### config.mk
export PLATFORM = sky130hd
export DESIGN_NAME = write_push_sequencer
export DESIGN_NICKNAME = d
export VERILOG_FILES = /design/src/rtl/write_push_sequencer.sv
export SDC_FILE = /design/constraint.sdc
export NUM_CORES = 1
export LEC_CHECK = 0
export ABC_AREA = 1
export CAP_MARGIN = 20
export CELL_PAD_IN_SITES_DETAIL_PLACEMENT = 0
export CELL_PAD_IN_SITES_GLOBAL_PLACEMENT = 1
export CORE_ASPECT_RATIO = 0.6
export CORE_MARGIN = 2
export CORE_UTILIZATION = 30
export CTS_CLUSTER_DIAMETER = 40
export DETAILED_ROUTE_END_ITERATION = 8
export PLACE_DENSITY_LB_ADDON = 0.1
export RECOVER_POWER = 25
export SYNTH_ARGS = -nofsm -noshare
export SYNTH_HDL_FRONTEND = slang
export SYNTH_SLANG_ARGS = --single-unit
### constraint.sdc
create_clock -name clk -period 2.7 [get_ports clk]
set_input_delay 0.675 -clock clk [delete_from_list [all_inputs] [get_ports clk]]
set_output_delay 0.675 -clock clk [all_outputs]
set_load 0.05 [all_outputs]
### src/rtl/write_push_sequencer.sv
// write_push_sequencer: walks the stack offset down one push at a time, checks each push
// through the stack-check block and issues one memory write per push.
module write_push_sequencer #(
  parameter int MAX_PUSH = 6
) (
  input  logic        clk,
  input  logic        rst,
  input  logic        start,
  input  logic [2:0]  start_count,
  input  logic [31:0] start_offset,
  input  logic        start_size_16,
  input  logic        start_stack_32,
  input  logic        start_new_stack,
  input  logic        abort,
  output logic [2:0]  push_index,
  input  logic [31:0] push_data,
  output logic [31:0] stack_offset,
  output logic        push_length_word,
  output logic        push_length_dword,
  output logic        push_ss_fault_check,
  output logic        new_push_ss_fault_check,
  input  logic [31:0] push_linear,
  input  logic [31:0] new_push_linear,
  input  logic        push_ss_fault,
  input  logic        new_push_ss_fault,
  output logic        mem_write_do,
  output logic [31:0] mem_write_address,
  output logic [31:0] mem_write_data,
  output logic [2:0]  mem_write_length,
  input  logic        mem_write_done,
  output logic        busy,
  output logic        done,
  output logic        fault,
  output logic [31:0] final_offset
);
  typedef enum logic [1:0] {IDLE, CHECK, WRITE} state_t;
  localparam logic [2:0] MAX_CNT = 3'(MAX_PUSH);
  state_t state, state_nx;
  logic [31:0] offset_reg, wr_addr, wr_data, sel_linear;
  logic [2:0] count_reg, cnt;
  logic size_16, stack_32, new_stack, abort_pend, sel_fault, last;
  // A 16-bit stack only wraps the low half of the offset; the high half rides along unchanged.
  function automatic logic [31:0] dec(input logic [31:0] x, input logic s16, input logic s32);
    logic [15:0] len;
    len = s16 ? 16'd2 : 16'd4;
    return s32 ? x - {16'd0, len} : {x[31:16], x[15:0] - len};
  endfunction
  assign cnt = (start_count > MAX_CNT) ? MAX_CNT : start_count;
  assign sel_fault = new_stack ? new_push_ss_fault : push_ss_fault;
  assign sel_linear = new_stack ? new_push_linear : push_linear;
  assign last = push_index == count_reg - 3'd1;
  assign stack_offset = offset_reg;
  assign push_length_word = size_16;
  assign push_length_dword = !size_16;
  assign mem_write_address = wr_addr;
  assign mem_write_data = wr_data;
  assign mem_write_length = size_16 ? 3'd2 : 3'd4;
  always_ff @(posedge clk) begin
    if (rst) state <= IDLE;
    else state <= state_nx;
  end
  always_comb begin
    state_nx = state;
    case (state)
      IDLE:    state_nx = (start && cnt != 3'd0) ? CHECK : IDLE;
      CHECK:   state_nx = (abort || sel_fault) ? IDLE : WRITE;
      WRITE:   state_nx = !mem_write_done ? WRITE : (abort_pend || abort || last) ? IDLE : CHECK;
      default: state_nx = IDLE;
    endcase
  end
  always_comb begin
    busy = state != IDLE;
    mem_write_do = state == WRITE;
    push_ss_fault_check = state == CHECK && !new_stack;
    new_push_ss_fault_check = state == CHECK && new_stack;
  end
  always_ff @(posedge clk) begin
    if (rst) begin
      offset_reg <= '0;
      final_offset <= '0;
      push_index <= '0;
      count_reg <= '0;
      size_16 <= 1'b0;
      stack_32 <= 1'b0;
      new_stack <= 1'b0;
      abort_pend <= 1'b0;
      wr_addr <= '0;
      wr_data <= '0;
      done <= 1'b0;
      fault <= 1'b0;
    end else begin
      done <= 1'b0;
      fault <= 1'b0;
      case (state)
        IDLE: if (start) begin
          if (cnt == 3'd0) begin
            done <= 1'b1;
            final_offset <= start_offset;
          end else begin
            size_16 <= start_size_16;
            stack_32 <= start_stack_32;
            new_stack <= start_new_stack;
            count_reg <= cnt;
            abort_pend <= 1'b0;
            push_index <= '0;
            offset_reg <= dec(start_offset, start_size_16, start_stack_32);
          end
        end
        CHECK: if (!abort) begin
          if (sel_fault) fault <= 1'b1;
          else begin
            wr_addr <= sel_linear;
            wr_data <= push_data;
          end
        end
        WRITE: begin
          // An abort during a write lets that write finish but suppresses everything after it.
          abort_pend <= abort_pend | abort;
          if (mem_write_done && !abort_pend && !abort) begin
            if (last) begin
              done <= 1'b1;
              final_offset <= offset_reg;
            end else begin
              push_index <= push_index + 3'd1;
              offset_reg <= dec(offset_reg, size_16, stack_32);
            end
          end
        end
        default: ;
      endcase
    end
  end
endmodule

==> flow_summary.json, run 1 <==
{
  "synth_top_area_cell": "dfxtp_1",
  "arrival_ps": 1860,
  "drt-total-wl_mm": 33.4,
  "dieArea_mm2": 0.0273,
  "synth_cells": 1249,
  "cts_buffers": 17,
  "rsz0062_at_grt": "no",
  "mappedNetlistNets": 1398,
  "drive_above_1_share_pct": 6.70,
  "power_density_mw_per_mm2": 593,
  "post-place-ws_ps": -321,
  "hold_viol": 0,
  "slew_headroom_pct": 60.2,
  "setup_ws_ps": 161,
  "die_h_um": 129,
  "placementRows": 45,
  "utilization_pct": 46.9,
  "grt_pass1_vias": 8120,
  "finClkSkew_ps": 10.7,
  "die_x_um": 212,
  "crit_path_end_kind": "output pin",
  "ir_drop_mv": 0.437,
  "dp.cells": 1874,
  "rr_worst_depth": 13,
  "synthAdderAreaFrac_pct": 1.48,
  "synth_area_per_cell_um2": 6.24,
  "clock_sinks": 142,
  "timing.critical_path.buf_inv": 2,
  "synth.area.mux_share_pct": 0.128,
  "p_leak_nw": 4.95,
  "clkTransAtPathRegs_ps": 60,
  "status": "complete, no violations",
  "antenna_found_initial": 2,
  "drt-wirelength-per-cell_um": 17.5,
  "grt_max_degree": 42,
  "initial_utilization_pct": 30.7,
  "hp-class": "reg -> reg",
  "clock-root-buffer": "clkbuf_16",
  "gr-total-overflow": 0,
  "grt_pass1_wl_mm": 49.4,
  "clk_latency_ps": 440,
  "finalPower_mw": 7.07,
  "cpMaxStageDelayCell": "clkdlybuf4s50_1",
  "tightest_slew_ps": 596,
  "crit_type": "reg -> out",
  "setup_viol": 0,
  "synthToLayoutAreaGrowth_pct": 52.8,
  "cap_violations": 0,
  "holdPathEnd": "count_reg[2]$_SDFFE_PP0P_",
  "slew_violations": 0,
  "r2r-end": "stack_offset[19]$_SDFFE_PP0P_",
  "dr_total_vias": 9031,
  "critPathLaunchType": "register",
  "rr_startpoint": "stack_offset[1]$_SDFFE_PP0P_",
  "cts_tree": "done",
  "pin_count": 283,
  "synth-seq-cells": 142,
  "cpPeakStageDelay_ps": 850,
  "synth_edf_count": 0,
  "drc": 0,
  "cp_cell_sequence": "inv_2 > nand2_1 > clkdlybuf4s50_1",
  "port_buffers": 281,
  "synth_warnings": 0,
  "finalNonFillerCells": 1907,
  "place_congestion": 0.950,
  "synth_top_family_by_area": "simple AND/OR/NAND/NOR gates",
  "hp-start": "count_reg[2]$_SDFFE_PP0P_",
  "timing.final.crit_share_pct": 94.0,
  "ant_nets": 0,
  "cp_top_family": "buffers and inverters",
  "dp_hpwl_mm": 26.1,
  "path_max_fanout": 4,
  "core_mm2": 0.0254,
  "critPathRequiredTime_ps": 2030,
  "htreeDepth": 4,
  "hold_depth": 2,
  "synthTopCellsByArea": "dfxtp_1, nand2_1, nor2_1, o21ai_0, nand3_1",
  "seq_area_frac_synth_pct": 36.5,
  "vias_per_cell": 4.74,
  "ys_top_cells_by_count": "nand2_1, nor2_1, o21ai_0, dfxtp_1, inv_1",
  "finalCriticalPeriod_ps": 2540,
  "async_reset_ff_share_pct": 0,
  "synth-simple-area-share_pct": 34.9,
  "synthXorXnorAreaFrac_pct": 1.24,
  "first_pass_iters": 5,
  "synth_compound_area_share_pct": 16.8,
  "synthFlopType": "dfxtp_1",
  "max_freq_mhz": 394,
  "nNetsFinal": 1690,
  "postCtsSetupBuffers": 0,
  "synth_top_area_share_pct": 36.5,
  "ys_types": 38,
  "drt_iter0_drc": 815,
  "synth.cell_area_mm2": 0.00779,
  "yosysMostFrequentCell": "nand2_1",
  "groute.usage.overall_pct": 24.5,
  "ff2ff_setup_slack_ps": 300,
  "cts_buffer_depth": 2,
  "holdWs_ps": 473
}
## logic make-up (layout without fill, tap and decap cells)
| logic type | after synthesis | in the layout |
|---|---|---|
| AO/OA/AOI/OAI | 245 | 245 |
| XOR/XNOR | 11 | 11 |
| adder cells (fa/ha/maj) | 8 | 8 |
| buffers and inverters | 165 | 469 |
| flip-flops | 142 | 142 |
| multiplexers | 1 | 1 |
| other | 1 | 3 |
| AND/OR/NAND/NOR | 676 | 676 |
## metrics by stage
| stage | instance area (µm²) | setup TNS, ps |
|---|---|---|
| floorplan | 7790 | 0 |
| global placement | 11300 | -1960 |
| detailed placement | 11300 | -2770 |
| CTS | 12000 | 0 |
| global route | 11900 | 0 |
| finish | 11900 | 0 |
## report_power, final
group | leakage, nW | switching (mW) | internal (mW)
clock network | 0.330 | 0.960 | 1.77
registers | 1.16 | 0.127 | 2.23
logic | 3.46 | 1.26 | 0.719
## per-layer routing
layer  track usage, %  wire length, µm  up-vias
met1             38.4            17500     4064
met2             31.0            12400      330
met4             6.50              376        2
li1                 -                -     4610
met3             7.59             3120       25
met5                0               12        -
## final cells by class
class                   count  area [µm²]
clock inverters            11         213
well taps                 352         440
inverters                 101         379
clock buffers              20         457
repair buffers            337        3310
multi-input cells         942        4270
diodes                      2        5.00
fillers                  2597       13500
flip-flops and latches    142        2840
## what timing repair did
item / 4_1_cts / 5_1_grt
endpoints found under the setup margin: 0 / 6
gates resized for setup: 0 / 6
hold buffers: 0 / 0
## how the worst max path moves through the flow
| stage | from | end | slack, ps | cells after the start |
|---|---|---|---|---|
| 4_1_cts | state[0]$_SDFF_PP0_ | busy | 120 | 3 |
| 3_5_place_dp | start_offset[1] | stack_offset[25]$_SDFFE_PP0P_ | -320 | 15 |
| 6_report | state[0]$_SDFF_PP0_ | busy | 160 | 3 |
| 2_1_floorplan | push_length_word$_SDFFE_PP0P_ | stack_offset[25]$_SDFFE_PP0P_ | 230 | 13 |
| 3_3_place_gp | start_offset[1] | stack_offset[25]$_SDFFE_PP0P_ | -240 | 15 |
| 5_1_grt | start_offset[1] | stack_offset[25]$_SDFFE_PP0P_ | 20 | 15 |
## cells in the final DEF, fill, tap and decap left out, drive strengths merged, types with 9 or more instances in the layout
| cell | count |
|---|---|
| clkbuf | 26 |
| xor2 | 9 |
| buf | 53 |
| a31oi | 32 |
| dfxtp | 142 |
| o21ai | 159 |
| inv | 100 |
| nor2 | 279 |
| a21oi | 43 |
| nand3 | 77 |
| clkdlybuf4s50 | 276 |
| nand4 | 11 |
| nand2 | 299 |
## tightest hold or removal path, stage by stage, from the launching register on
cell and delay (ps):
dfxtp_1 310, inv_1 60, a21oi_1 50
Power figures use the tool's default switching activity.
==> run 2: changes to the inputs <==
--- a/config.mk
+++ b/config.mk
@@ -16,6 +16,7 @@
 export DETAILED_ROUTE_END_ITERATION = 8
 export PLACE_DENSITY_LB_ADDON = 0.1
 export RECOVER_POWER = 25
+export SLEW_MARGIN = 20
 export SYNTH_ARGS = -nofsm -noshare
 export SYNTH_HDL_FRONTEND = slang
 export SYNTH_SLANG_ARGS = --single-unit
==> results of run 2 <==
Same layout as run 1: the final DEF is identical, and so are final timing and power.
==> run 3: changes to the inputs <==
--- a/config.mk
+++ b/config.mk
@@ -14,6 +14,8 @@
 export CORE_UTILIZATION = 30
 export CTS_CLUSTER_DIAMETER = 40
 export DETAILED_ROUTE_END_ITERATION = 8
+export GPL_ROUTABILITY_DRIVEN = 0
+export GPL_TIMING_DRIVEN = 0
 export PLACE_DENSITY_LB_ADDON = 0.1
 export RECOVER_POWER = 25
 export SLEW_MARGIN = 20
==> run 3 against run 2 <==
Net effect: sequential power hardly changed; combinational power hardly changed; via count is 2.1% higher; clock skew is 9.8 ps higher; largest power group unchanged; non-clock buffer count is 6 higher.
==> flow_summary.json, run 3 (same netlist as run 1, synthesis figures left out) <==
{
  "p_comb_share_pct": 27.9,
  "p_leak_nw": 4.85,
  "cpMaxStageDelayCell": "clkdlybuf4s50_1",
  "antenna_cells": 0,
  "grt_pass1_vias": 8411,
  "grt_pass1_wl_mm": 51.5,
  "slew_violations": 0,
  "setup_ws_ps": 128,
  "finalPower_mw": 6.97,
  "drt-total-wl_mm": 35.2,
  "timing.final.crit_share_pct": 95.3,
  "clock-root-buffer": "clkbuf_16",
  "status": "complete, no violations",
  "finClkSkew_ps": 20.5,
  "power.switching_mw": 2.38,
  "dp_hpwl_mm": 28.4,
  "tightest_slew_ps": 773,
  "clkTransAtPathRegs_ps": 60,
  "mostFrequentLayoutCells": "nand2_1, nor2_1, clkdlybuf4s50_1",
  "cts_buffers": 17,
  "final_common_cell": "nand2_1",
  "ff2ff_setup_slack_ps": 200,
  "ant_nets": 0,
  "dr_total_vias": 9224,
  "busiest_layer": "met1",
  "post-place-ws_ps": -664,
  "pin_count": 283,
  "gr-total-overflow": 0,
  "hp-class": "reg -> reg",
  "groute.usage.overall_pct": 25.8,
  "holdBufCountCts": 0,
  "nNetsFinal": 1696,
  "arrival_ps": 1900,
  "core_mm2": 0.0254,
  "utilization_pct": 46.1,
  "holdWs_ps": 466,
  "clk_latency_ps": 460,
  "grt_max_degree": 19,
  "p_sw_share_pct": 34.2,
  "power_frac_clock_pct": 38.2,
  "cts_tree": "done",
  "die_x_um": 212,
  "cts_buffer_depth": 2,
  "p_seq_share_pct": 33.9,
  "clock_sinks": 142,
  "drc": 0,
  "use_met3_pct": 8.69,
  "hold_viol": 0,
  "slew_headroom_pct": 48.5,
  "htreeDepth": 4,
  "port_buffers": 280,
  "synthToLayoutAreaGrowth_pct": 50.2,
  "crit_type": "reg -> out",
  "antenna_found_initial": 0,
  "max_freq_mhz": 389,
  "finalCriticalPeriod_ps": 2570,
  "first_pass_iters": 6,
  "die_h_um": 129,
  "power_density_mw_per_mm2": 595,
  "nFillCells": 2658,
  "timing.critical_path.buf_inv": 3,
  "drive_above_1_share_pct": 5.13,
  "dieArea_mm2": 0.0273,
  "crit_path_end_kind": "output pin",
  "drt_iter0_drc": 936,
  "rsz0062_at_grt": "no",
  "placementRows": 45,
  "cp_cell_sequence": "inv_1 > buf_4 > clkdlybuf4s50_1",
  "cap_violations": 0,
  "drt-wirelength-per-cell_um": 18.4,
  "gr-usage-met1_pct": 39.4,
  "critPathLaunchType": "register",
  "use_met2_pct": 33.4,
  "cp_top_family": "buffers and inverters",
  "vias_per_cell": 4.82,
  "initial_utilization_pct": 30.7,
  "p_int_mw": 4.58,
  "critPathRequiredTime_ps": 2030,
  "path_max_fanout": 6,
  "setup_viol": 0,
  "cpPeakStageDelay_ps": 680,
  "ir_drop_mv": 0.390,
  "postCtsSetupBuffers": 0
}
[run 3: timing repair]
action / CTS / global route
gates resized for setup: 12 / 16
pin swaps: 0 / 1
endpoints found under the setup margin: 8 / 11
[run 3: cell type report]
type | instances | area [µm²] | area share, %
repair buffers | 280 | 2790 | 23.9
inverters | 101 | 383 | 3.27
clock inverters | 11 | 188 | 1.60
multi-input cells | 942 | 4310 | 36.8
flip-flops and latches | 142 | 2840 | 24.3
well taps | 352 | 440 | 3.76
clock buffers | 21 | 460 | 3.93
plain buffers | 63 | 295 | 2.52
[run 3: worst paths after layout]
kind                                  from                       endpoint  cells after the start
max          push_length_word$_SDFFE_PP0P_            mem_write_length[2]                      3
min              count_reg[1]$_SDFFE_PP0P_      count_reg[1]$_SDFFE_PP0P_                      2
max reg2reg  push_length_word$_SDFFE_PP0P_  stack_offset[19]$_SDFFE_PP0P_                     12
min reg2reg      count_reg[1]$_SDFFE_PP0P_      count_reg[1]$_SDFFE_PP0P_                      2
[run 3: per-stage QoR]
stage / setup TNS, ps / std cells / cell area, µm²
4_1_cts: 0 / 1912 / 11700
2_1_floorplan: 0 / 1249 / 7790
3_3_place_gp: -7370 / 1881 / 11000
3_5_place_dp: -7680 / 1881 / 11000
6_report: 0 / 1912 / 11700
5_1_grt: 0 / 1912 / 11700
[run 3: routing by layer]
layer	part of all wire, %	vias up
met5	0.20	-
met1	52	4222
met2	37	355
met3	9.9	26
li1	-	4619
met4	1.1	2
[run 3: power by group through the flow]
| stage | Sequential, mW | Clock (mW) | Combinational, mW |
|---|---|---|---|
| CTS | 2.36 | 2.69 | 1.93 |
| global route | 2.38 | 2.78 | 2.10 |
| finish | 2.36 | 2.66 | 1.95 |
| floorplan | 2.79 | 0 | 0.722 |
| detailed placement | 2.40 | 0 | 1.92 |
| global placement | 2.40 | 0 | 1.92 |
[run 3: worst reg2reg max path, stage by stage, from the launching register on]
cell and delay (ps):
dfxtp_1 480, ha_1 220, inv_1 60, fa_1 430, nor2_1 150, nand2_1 140, nor2_1 350, nand3_1 190
nand2_1 90, nand2_1 50, o211ai_1 180, nand2_1 70, inv_1 50
